--- src/rtl/wb_port_arbiter.sv ---
// Register-file write-port arbiter between the write-back stage and a 2-entry
// in-order buffer of long-latency aux results, with a starvation-driven stall.
module wb_port_arbiter #(
  parameter int STARVE_LIMIT = 3
) (
  input  logic        clk,
  input  logic        reset,
  input  logic        wb_wregen,
  input  logic [4:0]  wb_wreg1,
  input  logic [63:0] wb_dout,
  input  logic        aux_valid,
  input  logic [4:0]  aux_wreg,
  input  logic [63:0] aux_data,
  output logic        aux_ready,
  output logic        rf_we,
  output logic [4:0]  rf_waddr,
  output logic [63:0] rf_wdata,
  output logic        pipe_stall,
  output logic [1:0]  aux_count
);

  localparam logic [1:0] WAIT_MAX = 2'(STARVE_LIMIT - 1);

  logic [4:0]  fifo_reg  [2];
  logic [63:0] fifo_data [2];
  logic        rd_ptr;
  logic        wr_ptr;
  logic [1:0]  count;
  logic [1:0]  wait_cnt;

  logic        non_empty;
  logic        push;
  logic        pop;
  logic        stall_set;
  logic        wait_clear;

  assign non_empty = (count != 2'd0);
  assign aux_ready = (count != 2'd2);
  assign aux_count = count;
  assign push      = aux_valid && aux_ready;

  // While reset is asserted the buffer is treated as already flushed, so only
  // write-back traffic can reach the register file.
  assign pop       = !reset && non_empty && (pipe_stall || !wb_wregen);

  assign stall_set  = non_empty && !pop && (wait_cnt == WAIT_MAX);
  assign wait_clear = pop || stall_set || (!non_empty && !push);

  always_comb begin
    rf_we    = 1'b0;
    rf_waddr = 5'd0;
    rf_wdata = 64'd0;
    if (pop) begin
      rf_we    = 1'b1;
      rf_waddr = fifo_reg[rd_ptr];
      rf_wdata = fifo_data[rd_ptr];
    end else if (wb_wregen) begin
      rf_we    = 1'b1;
      rf_waddr = wb_wreg1;
      rf_wdata = wb_dout;
    end
  end

  always_ff @(posedge clk) begin
    if (push && !reset) begin
      fifo_reg[wr_ptr]  <= aux_wreg;
      fifo_data[wr_ptr] <= aux_data;
    end
  end

  always_ff @(posedge clk) begin
    if (reset) begin
      rd_ptr     <= 1'b0;
      wr_ptr     <= 1'b0;
      count      <= 2'd0;
      wait_cnt   <= 2'd0;
      pipe_stall <= 1'b0;
    end else begin
      if (push) wr_ptr <= ~wr_ptr;
      if (pop)  rd_ptr <= ~rd_ptr;
      case ({push, pop})
        2'b10:   count <= count + 2'd1;
        2'b01:   count <= count - 2'd1;
        default: count <= count;
      endcase
      if (wait_clear)
        wait_cnt <= 2'd0;
      else if (non_empty)
        wait_cnt <= wait_cnt + 2'd1;
      pipe_stall <= stall_set;
    end
  end

endmodule
--- config.mk ---
export PLATFORM = sky130hd
export DESIGN_NAME = wb_port_arbiter
export DESIGN_NICKNAME = d
export VERILOG_FILES = /design/src/rtl/wb_port_arbiter.sv
export SDC_FILE = /design/constraint.sdc
export NUM_CORES = 1
export LEC_CHECK = 0
export ABC_AREA = 1
export BUFFER_PORTS_ARGS = -buffer_cell sky130_fd_sc_hd__buf_4
export CORE_MARGIN = 1.5
export CORE_UTILIZATION = 55
export CTS_BUF_LIST = sky130_fd_sc_hd__clkbuf_8 sky130_fd_sc_hd__clkbuf_16
export DETAILED_ROUTE_END_ITERATION = 7
export GPL_ROUTABILITY_DRIVEN = 0
export HOLD_SLACK_MARGIN = 0.02
export PLACE_DENSITY = 0.89
export REMOVE_ABC_BUFFERS = 1
export SETUP_SLACK_MARGIN = 0.5
export SLEW_MARGIN = 20
export SYNTH_ARGS = -nofsm -noshare
export SYNTH_HDL_FRONTEND = slang
export SYNTH_SLANG_ARGS = --single-unit
--- constraint.sdc ---
create_clock -name clk -period 8.2 [get_ports clk]
set_input_delay 0.82 -clock clk [delete_from_list [all_inputs] [get_ports clk]]
set_output_delay 0.82 -clock clk [all_outputs]
set_load 0.01 [all_outputs]
==> impl_metrics.json, run 1 <==
{
  "status": "finished clean",
  "yosysTopAreaCellShare_pct": 63.8,
  "p_per_area_nw_per_um2": 220,
  "cts.sinks": 146,
  "h-tree-depth": 4,
  "critPathArrivalTime_ns": 3.20,
  "die-area_um2": 12500,
  "drt_iter0_drc": 275,
  "fillers": 778,
  "antenna_found_initial": 0,
  "rsz0062_at_grt": "false",
  "tns_ns": 0,
  "min_to": "rd_ptr",
  "synth_top_cell_by_area": "edfxtp_1",
  "fin_crit_sh_pct": 49.1,
  "clkPwrFrac_pct": 39.1,
  "r2r_cells": 9,
  "drt_wl_total_um": 12900,
  "syn_area_um2": 6490,
  "syn_area_per_cell_um2": 10.1,
  "synth_warnings": 0,
  "hold_slack_ns": 0.482,
  "p_int_mw": 1.47,
  "holdCritStartpoint": "rd_ptr",
  "core_um2": 11500,
  "avgRoutedWirePerCell_um": 12.9,
  "synth-edff-count": 138,
  "power_mw": 1.91,
  "grt_max_degree": 75,
  "dr.pass1.iters": 5,
  "p_sw_uw": 442,
  "slew_headroom_pct": 39.7,
  "yosysUniqueCellTypes": 20,
  "hp-class": "flop to flop",
  "synth-seq-cells": 146,
  "via_per_inst": 4.97,
  "skew_ns": 0.00455,
  "finalWorstPathRequiredPeriod_ns": 4.02,
  "initial_core_util_pct": 56.6,
  "port_buffers": 215,
  "regToRegSetupSlack_ns": 5.49,
  "cts_made_buffers": 17,
  "switching_share_pct": 23.1,
  "finalMaxSlewViolations": 0,
  "grt_pass1_vias": 4444,
  "syn_inst": 644,
  "nets": 988,
  "drive_gt1_share_pct": 29.9,
  "most-common-layout-cells": "218 x nand2_1, 218 x buf_4, 138 x edfxtp_1",
  "grt_pass1_wl_um": 20400,
  "fmax_mhz": 249,
  "vias": 4969,
  "die_y_um": 112,
  "ys_top_cells_by_area": "edfxtp_1 64%, nand2_1 13%, nand3_1 5.6%",
  "synth_ff_type": "edfxtp_1",
  "worstMarginPinSlew_ns": 0.902,
  "hold_violations": 0,
  "power_frac_seq_pct": 46.1,
  "root_buffer": "clkbuf_16",
  "final_antenna_net_count": 0,
  "hpwl_um": 8410,
  "whs_path_depth": 2,
  "largest_reg_flops": 128,
  "cts_setup_buffers": 0,
  "grt-ovfl-total": 0,
  "irDropWorstVdd_v": 0.000145,
  "power_frac_comb_pct": 14.8,
  "cp_max_fo": 71,
  "drv_cap": 0,
  "cp-start-kind": "input pin",
  "reg2reg_from": "aux_count[1]",
  "area_growth_pct": 34.0,
  "setup_viol": 0,
  "clkTransAtPathRegs_ns": 0.06,
  "cts_resized": 0,
  "crit_required_ns": 7.38,
  "timing.rr.end": "aux_count[1]",
  "drc": 0,
  "synth_sequential_area_ratio_pct": 66.3,
  "die_w_um": 112,
  "rows": 39,
  "io_pins": 216,
  "holdBufCountCts": 0,
  "worstSetupEndpointType": "output pin",
  "async_reset_ff_share_pct": 0,
  "grt.total_usage_pct": 20.9,
  "worstSkewPairLatency_ns": 0.40,
  "diodes": 0,
  "criticalPathCategory": "input pin to output pin",
  "cts_tree": "yes",
  "power_leakage_nw": 3.90,
  "clk_path_buf_depth": 2
}
cell families (layout without fill, tap and decap cells):
family                     Yosys count  after routing  share of synthesized area, %
AOI/OAI and AO/OA                   76             76                          5.86
buffers and inverters              114            327                          7.84
and+or+nand+nor                    305            305                          19.5
xor gates and xnor gates             1              1                         0.135
adders and majority gates            2              2                         0.385
DFF                                146            146                          66.3
how the worst max path moves through the flow:
stage	slack, ns	to	cells after the start	from
after floorplan	3.80	fifo_data[0][0]	3	reset
after global placement	4.27	rf_wdata[40]	7	wb_wregen
after detailed placement	4.25	rf_wdata[40]	7	wb_wregen
after CTS	4.22	rf_wdata[3]	7	wb_wregen
after global routing	3.89	rf_wdata[60]	7	wb_wregen
final	4.18	rf_wdata[60]	7	wb_wregen
power by group through the flow:
| stage | sequential, mW | combinational, mW | clock, mW |
|---|---|---|---|
| final | 0.881 | 0.283 | 0.747 |
| after global routing | 0.885 | 0.315 | 0.794 |
| after CTS | 0.881 | 0.286 | 0.758 |
| after detailed placement | 0.896 | 0.283 | 0 |
| after global placement | 0.894 | 0.277 | 0 |
| after floorplan | 0.903 | 0.131 | 0 |
cell type report:
| cell class | count | area, µm² | share of cell area, % |
|---|---|---|---|
| clock buffer | 18 | 439 | 5.05 |
| clock inverter | 14 | 151 | 1.74 |
| inverter | 77 | 292 | 3.35 |
| multi-input combinational | 384 | 1690 | 19.5 |
| sequential | 146 | 4310 | 49.5 |
| tap | 143 | 179 | 2.06 |
| timing repair buffer | 218 | 1640 | 18.8 |
synthesized netlist by cell type (6+ instances only):
library cell	instances
o21ai_0	71
nand3_1	72
clkbuf_1	9
dfxtp_1	8
nor2_1	9
buf_2	12
buf_6	6
nand2_1	218
inv_1	76
edfxtp_1	138
worst max-delay path, stage by stage:
cell and delay, ns:
buf_4 0.56, nand2_1 0.25, nand2_4 0.56, inv_4 0.47, nand2_1 0.21, nand2_1 0.07, buf_4 0.14
layer usage:
| layer | wire, µm | track usage [%] | vias up |
|---|---|---|---|
| met5 | 0 | 0 | - |
| met3 | 829 | 5.82 | 15 |
| li1 | - | - | 2530 |
| met1 | 5190 | 25.0 | 2248 |
| met4 | 197 | 7.68 | 0 |
| met2 | 6700 | 36.4 | 176 |
stage by stage:
stage | utilization (%) | setup slack (ns) | cell area [µm²] | instances
after global placement | 70.7 | 4.27 | 8110 | 968
after detailed placement | 70.7 | 4.25 | 8110 | 968
after floorplan | - | 3.80 | 6270 | 607
final | 75.9 | 4.18 | 8700 | 1000
after global routing | 75.9 | 3.89 | 8700 | 1000
after CTS | 75.9 | 4.22 | 8700 | 1000
Note: power is estimated with default switching activity, not from simulation.
==> inputs of run 2 (changes only) <==
- CORE_UTILIZATION: 55 -> 51
- PLACE_DENSITY: 0.89 -> 0.84
- clock period: 8.2 -> 3.9 ns (I/O delays scaled with it)
==> run 2 against run 1 <==
Combinational power is 110% higher. Critical path type is now flop to output pin. Routed wire length is 9.1% higher. Sequential power is 110% higher. Utilization is 6.0 points lower.
==> impl_metrics.json, run 2 (synthesis results as in run 1) <==
{
  "cp-start-kind": "flop",
  "cts_resized": 0,
  "rows": 41,
  "slowest_delay_ns": 0.73,
  "reg2reg_from": "aux_count[1]",
  "via_per_inst": 4.86,
  "r2r_cells": 9,
  "grt.total_usage_pct": 21.4,
  "io_pins": 216,
  "critPathArrivalTime_ns": 2.69,
  "worstMarginPinSlew_ns": 0.751,
  "hold_violations": 0,
  "finalWorstPathRequiredPeriod_ns": 3.08,
  "utilization_pct": 69.9,
  "drc": 0,
  "timing.rr.end": "aux_count[1]",
  "final_antenna_net_count": 0,
  "port_buffers": 215,
  "avgRoutedWirePerCell_um": 13.7,
  "core_um2": 12500,
  "slew_headroom_pct": 49.9,
  "regToRegSetupSlack_ns": 1.21,
  "layout.cells.non_filler": 1032,
  "grt-ovfl-total": 0,
  "vias": 5015,
  "diodes": 0,
  "cp-endpoint": "rf_wdata[54]",
  "nets": 991,
  "dr.pass1.iters": 5,
  "status": "finished clean",
  "dp.cells": 1000,
  "power_mw": 3.94,
  "drive_gt1_share_pct": 29.9,
  "most-common-layout-cells": "219 x buf_4, 218 x nand2_1, 138 x edfxtp_1",
  "clkTransAtPathRegs_ns": 0.06,
  "antenna_found_initial": 0,
  "crit_chain": "nor2_4 > nor2_4 > nand2_4 > inv_4 > nand2_1 > nand2_1 > buf_4",
  "highest_layer": "met4",
  "hp-class": "input pin to flop",
  "die-area_um2": 13400,
  "setup_viol": 0,
  "die_y_um": 116,
  "skew_ns": 0.00762,
  "worstSkewPairLatency_ns": 0.41,
  "grt_max_degree": 85,
  "grt_pass1_wl_um": 21500,
  "critPathLaunch": "aux_count[1]",
  "worstSetupEndpointType": "output pin",
  "fmax_mhz": 325,
  "cts_setup_buffers": 0,
  "area_growth_pct": 34.7,
  "cts_tree": "yes",
  "tns_ns": 0,
  "drt-met1-wl_um": 5630,
  "power_leakage_nw": 3.93,
  "clk_path_buf_depth": 2,
  "crit_required_ns": 3.51,
  "final_common_cell": "buf_4",
  "cts_made_buffers": 17,
  "grt_pass1_vias": 4567,
  "p_per_area_nw_per_um2": 450,
  "drv_cap": 0,
  "fin_crit_sh_pct": 78.9,
  "drt_wl_total_um": 14100,
  "largest_reg_flops": 128,
  "cp_max_fo": 71,
  "wl_met2_um": 7340,
  "holdBufCountCts": 0,
  "drt_iter0_drc": 217,
  "initial_core_util_pct": 51.9,
  "die_w_um": 116,
  "irDropWorstVdd_v": 0.000303,
  "finalMaxSlewViolations": 0,
  "hpwl_um": 9280,
  "slowest_stage": "inv_4",
  "criticalPathCategory": "flop to output pin",
  "wl_met3_um": 972,
  "root_buffer": "clkbuf_16",
  "rsz0062_at_grt": "false",
  "cts.sinks": 146,
  "h-tree-depth": 4
}
[run 2: how the worst min path moves through the flow]
stage	slack, ns	depth (start not counted)	startpoint	endpoint
after CTS	0.14	1	aux_data[4]	fifo_data[0][4]
after floorplan	0.44	2	rd_ptr	flop
after global routing	0.14	1	aux_data[9]	fifo_data[1][9]
final	0.16	1	aux_data[5]	fifo_data[0][5]
after global placement	0.45	2	rd_ptr	flop
after detailed placement	0.46	2	rd_ptr	flop
[run 2: cell type report]
cell class                 count  area [µm²]
sequential                   146        4310
fill                         955        3770
multi-input combinational    384        1690
timing repair buffer         221        1680
clock buffer                  21         480
inverter                      77         292
tap                          172         215
clock inverter                11        73.8
[run 2: critical path: cells and delay by family (launching register included)]
| family | cells | cell delay, ns |
|---|---|---|
| simple gates | 5 | 0.95 |
| flops | 1 | 0.44 |
| buf+inv | 2 | 0.85 |
[run 2: metrics by stage]
step,cell area (µm²),hold WS [ns],worst slack [ns]
after floorplan,6270,0.444,-0.293
after global placement,8190,0.453,1.16
after global routing,8750,0.143,0.585
final,8750,0.165,0.821
after detailed placement,8190,0.460,1.11
after CTS,8750,0.144,0.752
[run 2: power by group]
| part | internal [mW] | switching [mW] | leakage (nW) |
|---|---|---|---|
| registers | 1.81 | 0.0552 | 1.33 |
| logic | 0.281 | 0.321 | 2.30 |
| clock network | 0.926 | 0.552 | 0.299 |
| total | 3.01 | 0.928 | 3.93 |
[run 2: layer usage]
metal,vias up,GRT usage [%]
met2,180,38.0
li1,2539,-
met4,0,8.86
met3,12,5.91
met5,-,0
met1,2284,24.5
==> inputs of run 3 (changes only) <==
- ABC_AREA: 1 -> 0
- clock period: 3.9 -> 2.95 ns (I/O delays scaled with it)
==> run 3 against run 2 <==
Sequential power is 35% higher. Combinational power is 86% higher. Global-route usage is 0.82 points lower. Largest power group unchanged. Hold slack worse by 0.093 ns. Highest routed layer unchanged. Die area is 0.75% lower. Cell count is 21% lower. Sequential cell count stayed put. Register-to-register slack worse by 0.15 ns.
==> impl_metrics.json, run 3 <==
{
  "cp_max_fo": 35,
  "synth_warnings": 0,
  "drc": 0,
  "core_um2": 12200,
  "synth_ff_type": "edfxtp_1",
  "grt_pass1_vias": 4177,
  "power_frac_comb_pct": 19.2,
  "cts_tree": "yes",
  "whs_path_depth": 1,
  "regToRegSetupSlack_ns": 1.06,
  "synthMuxAreaShare_pct": 21.6,
  "grt_max_degree": 72,
  "drv_cap": 0,
  "hp-class": "input pin to flop",
  "nets": 776,
  "criticalPathCategory": "flop to output pin",
  "setup_viol": 0,
  "r2r_cells": 6,
  "crit_required_ns": 2.65,
  "synthAdderAreaFrac_pct": 0.388,
  "holdCritStartpoint": "aux_wreg[4]",
  "status": "finished clean",
  "fmax_mhz": 432,
  "dp.cells": 780,
  "initial_core_util_pct": 53.0,
  "clk_path_buf_depth": 2,
  "syn_inst": 413,
  "worstSetupEndpointType": "output pin",
  "multiInputGateArea_um2": 1880,
  "synth_sequential_area_ratio_pct": 66.8,
  "worstSkewPairLatency_ns": 0.41,
  "hold_violations": 0,
  "synth_commonest_cells": "139 x mux2i_1, 138 x edfxtp_1, 71 x nand2_1",
  "cts_made_buffers": 17,
  "p_int_mw": 4.42,
  "die_y_um": 115,
  "async_reset_ff_share_pct": 0,
  "yosys.area_share.simple_pct": 5.98,
  "io_pins": 216,
  "root_buffer": "clkbuf_16",
  "finalMaxSlewViolations": 0,
  "h-tree-depth": 4,
  "layout.cells.non_filler": 813,
  "cts.sinks": 146,
  "min_to": "fifo_reg[1][4]",
  "skew_ns": 0.00442,
  "worstMarginPinSlew_ns": 0.700,
  "power_mw": 5.85,
  "critPathArrivalTime_ns": 2.02,
  "grt_pass1_wl_um": 20500,
  "synth_top_cell_by_area": "edfxtp_1",
  "die-area_um2": 13300,
  "dr.pass1.iters": 4,
  "syn_area_um2": 6440,
  "cp-start-kind": "flop",
  "drt_iter0_drc": 182,
  "timing.rr.end": "aux_count[1]",
  "diodes": 0,
  "rows": 40,
  "power_frac_seq_pct": 43.1,
  "rsz0062_at_grt": "false",
  "clkTransAtPathRegs_ns": 0.06,
  "synth_top_family_by_area": "multiplexers",
  "vias": 4103,
  "synth_xor_area_share_pct": 0.272,
  "avgRoutedWirePerCell_um": 16.5,
  "dpl_cell_area_um2": 8130,
  "yosysUniqueCellTypes": 28,
  "synth-seq-cells": 146,
  "synth_compound_gate_area_share_pct": 0.855,
  "place_ws_ns": 0.656,
  "clkPwrFrac_pct": 37.7,
  "p_sw_mw": 1.43,
  "port_buffers": 215,
  "most-common-layout-cells": "222 x buf_4, 139 x mux2i_1, 138 x edfxtp_1",
  "p_per_area_nw_per_um2": 668,
  "slew_headroom_pct": 53.3,
  "power_leakage_nw": 3.35,
  "reg2reg_from": "aux_count[0]",
  "final_common_cell": "buf_4",
  "fillers": 821,
  "finalWorstPathRequiredPeriod_ns": 2.32,
  "ys_top_cells_by_area": "edfxtp_1 64%, mux2i_1 22%, nand2_1 4.1%",
  "grt.total_usage_pct": 20.6,
  "antenna_found_initial": 0,
  "drive_gt1_share_pct": 40.8,
  "yosysMostFrequentCell": "mux2i_1",
  "design_area_um2": 8760,
  "setup_ws_ns": 0.633,
  "hpwl_um": 9270,
  "drt_wl_total_um": 13400,
  "largest_reg_flops": 128,
  "final_antenna_net_count": 0,
  "die_w_um": 115,
  "area_growth_pct": 36.0,
  "yosysTopAreaCellShare_pct": 64.3,
  "switching_share_pct": 24.4,
  "grt-ovfl-total": 0,
  "synth-edff-count": 138,
  "via_per_inst": 5.05,
  "syn_area_per_cell_um2": 15.6,
  "utilization_pct": 72.0,
  "fin_crit_sh_pct": 78.5,
  "seq_area_um2": 4310,
  "irDropWorstVdd_v": 0.000371
}
-- run 3: changes by cell type after synthesis, moves of 3 or more --
| cell | change |
|---|---|
| buf_1 | -5 |
| buf_12 | +8 |
| buf_2 | -4 |
| buf_4 | -4 |
| buf_6 | -4 |
| clkbuf_1 | -3 |
| inv_1 | -73 |
| mux2i_1 | +139 |
| nand2_1 | -147 |
| nand3_1 | -71 |
| nor2_1 | -7 |
| o21ai_0 | -68 |
| or3_1 | +4 |
-- run 3: cells by family after synthesis --
logic type,count (synthesis)
fa+ha+maj,2
mux,139
buf+inv,28
compound gates,9
flops,146
simple gates,87
xor+xnor,2
-- run 3: worst max-delay path: stages, from the launching register on --
cell	delay (ns)
dfxtp_4	0.77
buf_12	0.27
mux2i_1	0.29
mux2i_1	0.12
buf_4	0.15
-- run 3: area by class of cell --
cell class | count | share of cell area (%)
clock buffer | 17 | 4.86
clock inverter | 15 | 2.21
inverter | 3 | 0.129
multi-input combinational | 239 | 21.5
sequential | 146 | 49.2
tap | 168 | 2.40
timing repair buffer | 225 | 19.7
-- run 3: power by group through the flow --
| stage | combinational [mW] | sequential [mW] | clock, mW |
|---|---|---|---|
| finish | 1.12 | 2.52 | 2.21 |
| global route | 1.21 | 2.54 | 2.33 |
| CTS | 1.13 | 2.53 | 2.25 |
| detailed placement | 1.12 | 2.57 | 0 |
| global placement | 1.09 | 2.56 | 0 |
| floorplan | 0.618 | 2.60 | 0 |
-- run 3: how the worst max path moves through the flow --
stage	to	cells after the start	slack [ns]	from
detailed placement	rf_wdata[1]	6	0.66	wb_wregen
CTS	rf_wdata[1]	5	0.55	aux_count[0]
global placement	rf_wdata[39]	6	0.77	wb_wregen
finish	rf_wdata[25]	4	0.63	flop
global route	rf_wdata[20]	4	0.51	flop
floorplan	fifo_data[1][0]	4	-3.48	aux_count[0]
-- run 3: per-layer routing --
layer  vias up  GRT usage (%)  wire length, µm
li1       1971              -                -
met1      1959           23.0             5120
met2       157           37.2             7100
met3        16           5.69              967
met4         0           8.31              212
met5         -              0                0
-- run 3: metrics by stage --
step,TNS [ns],hold slack [ns]
floorplan,-508.87,0.364
global placement,0,0.479
detailed placement,0,0.483
CTS,0,0.0508
global route,0,0.0508
finish,0,0.0722
-- run 3: timing repair --
| item | in CTS | in global routing |
|---|---|---|
| hold buffers | 0 | 0 |
| buffers inserted | 0 | 1 |
| resized for setup | 0 | 0 |
| endpoints found under the setup margin | 0 | 4 |
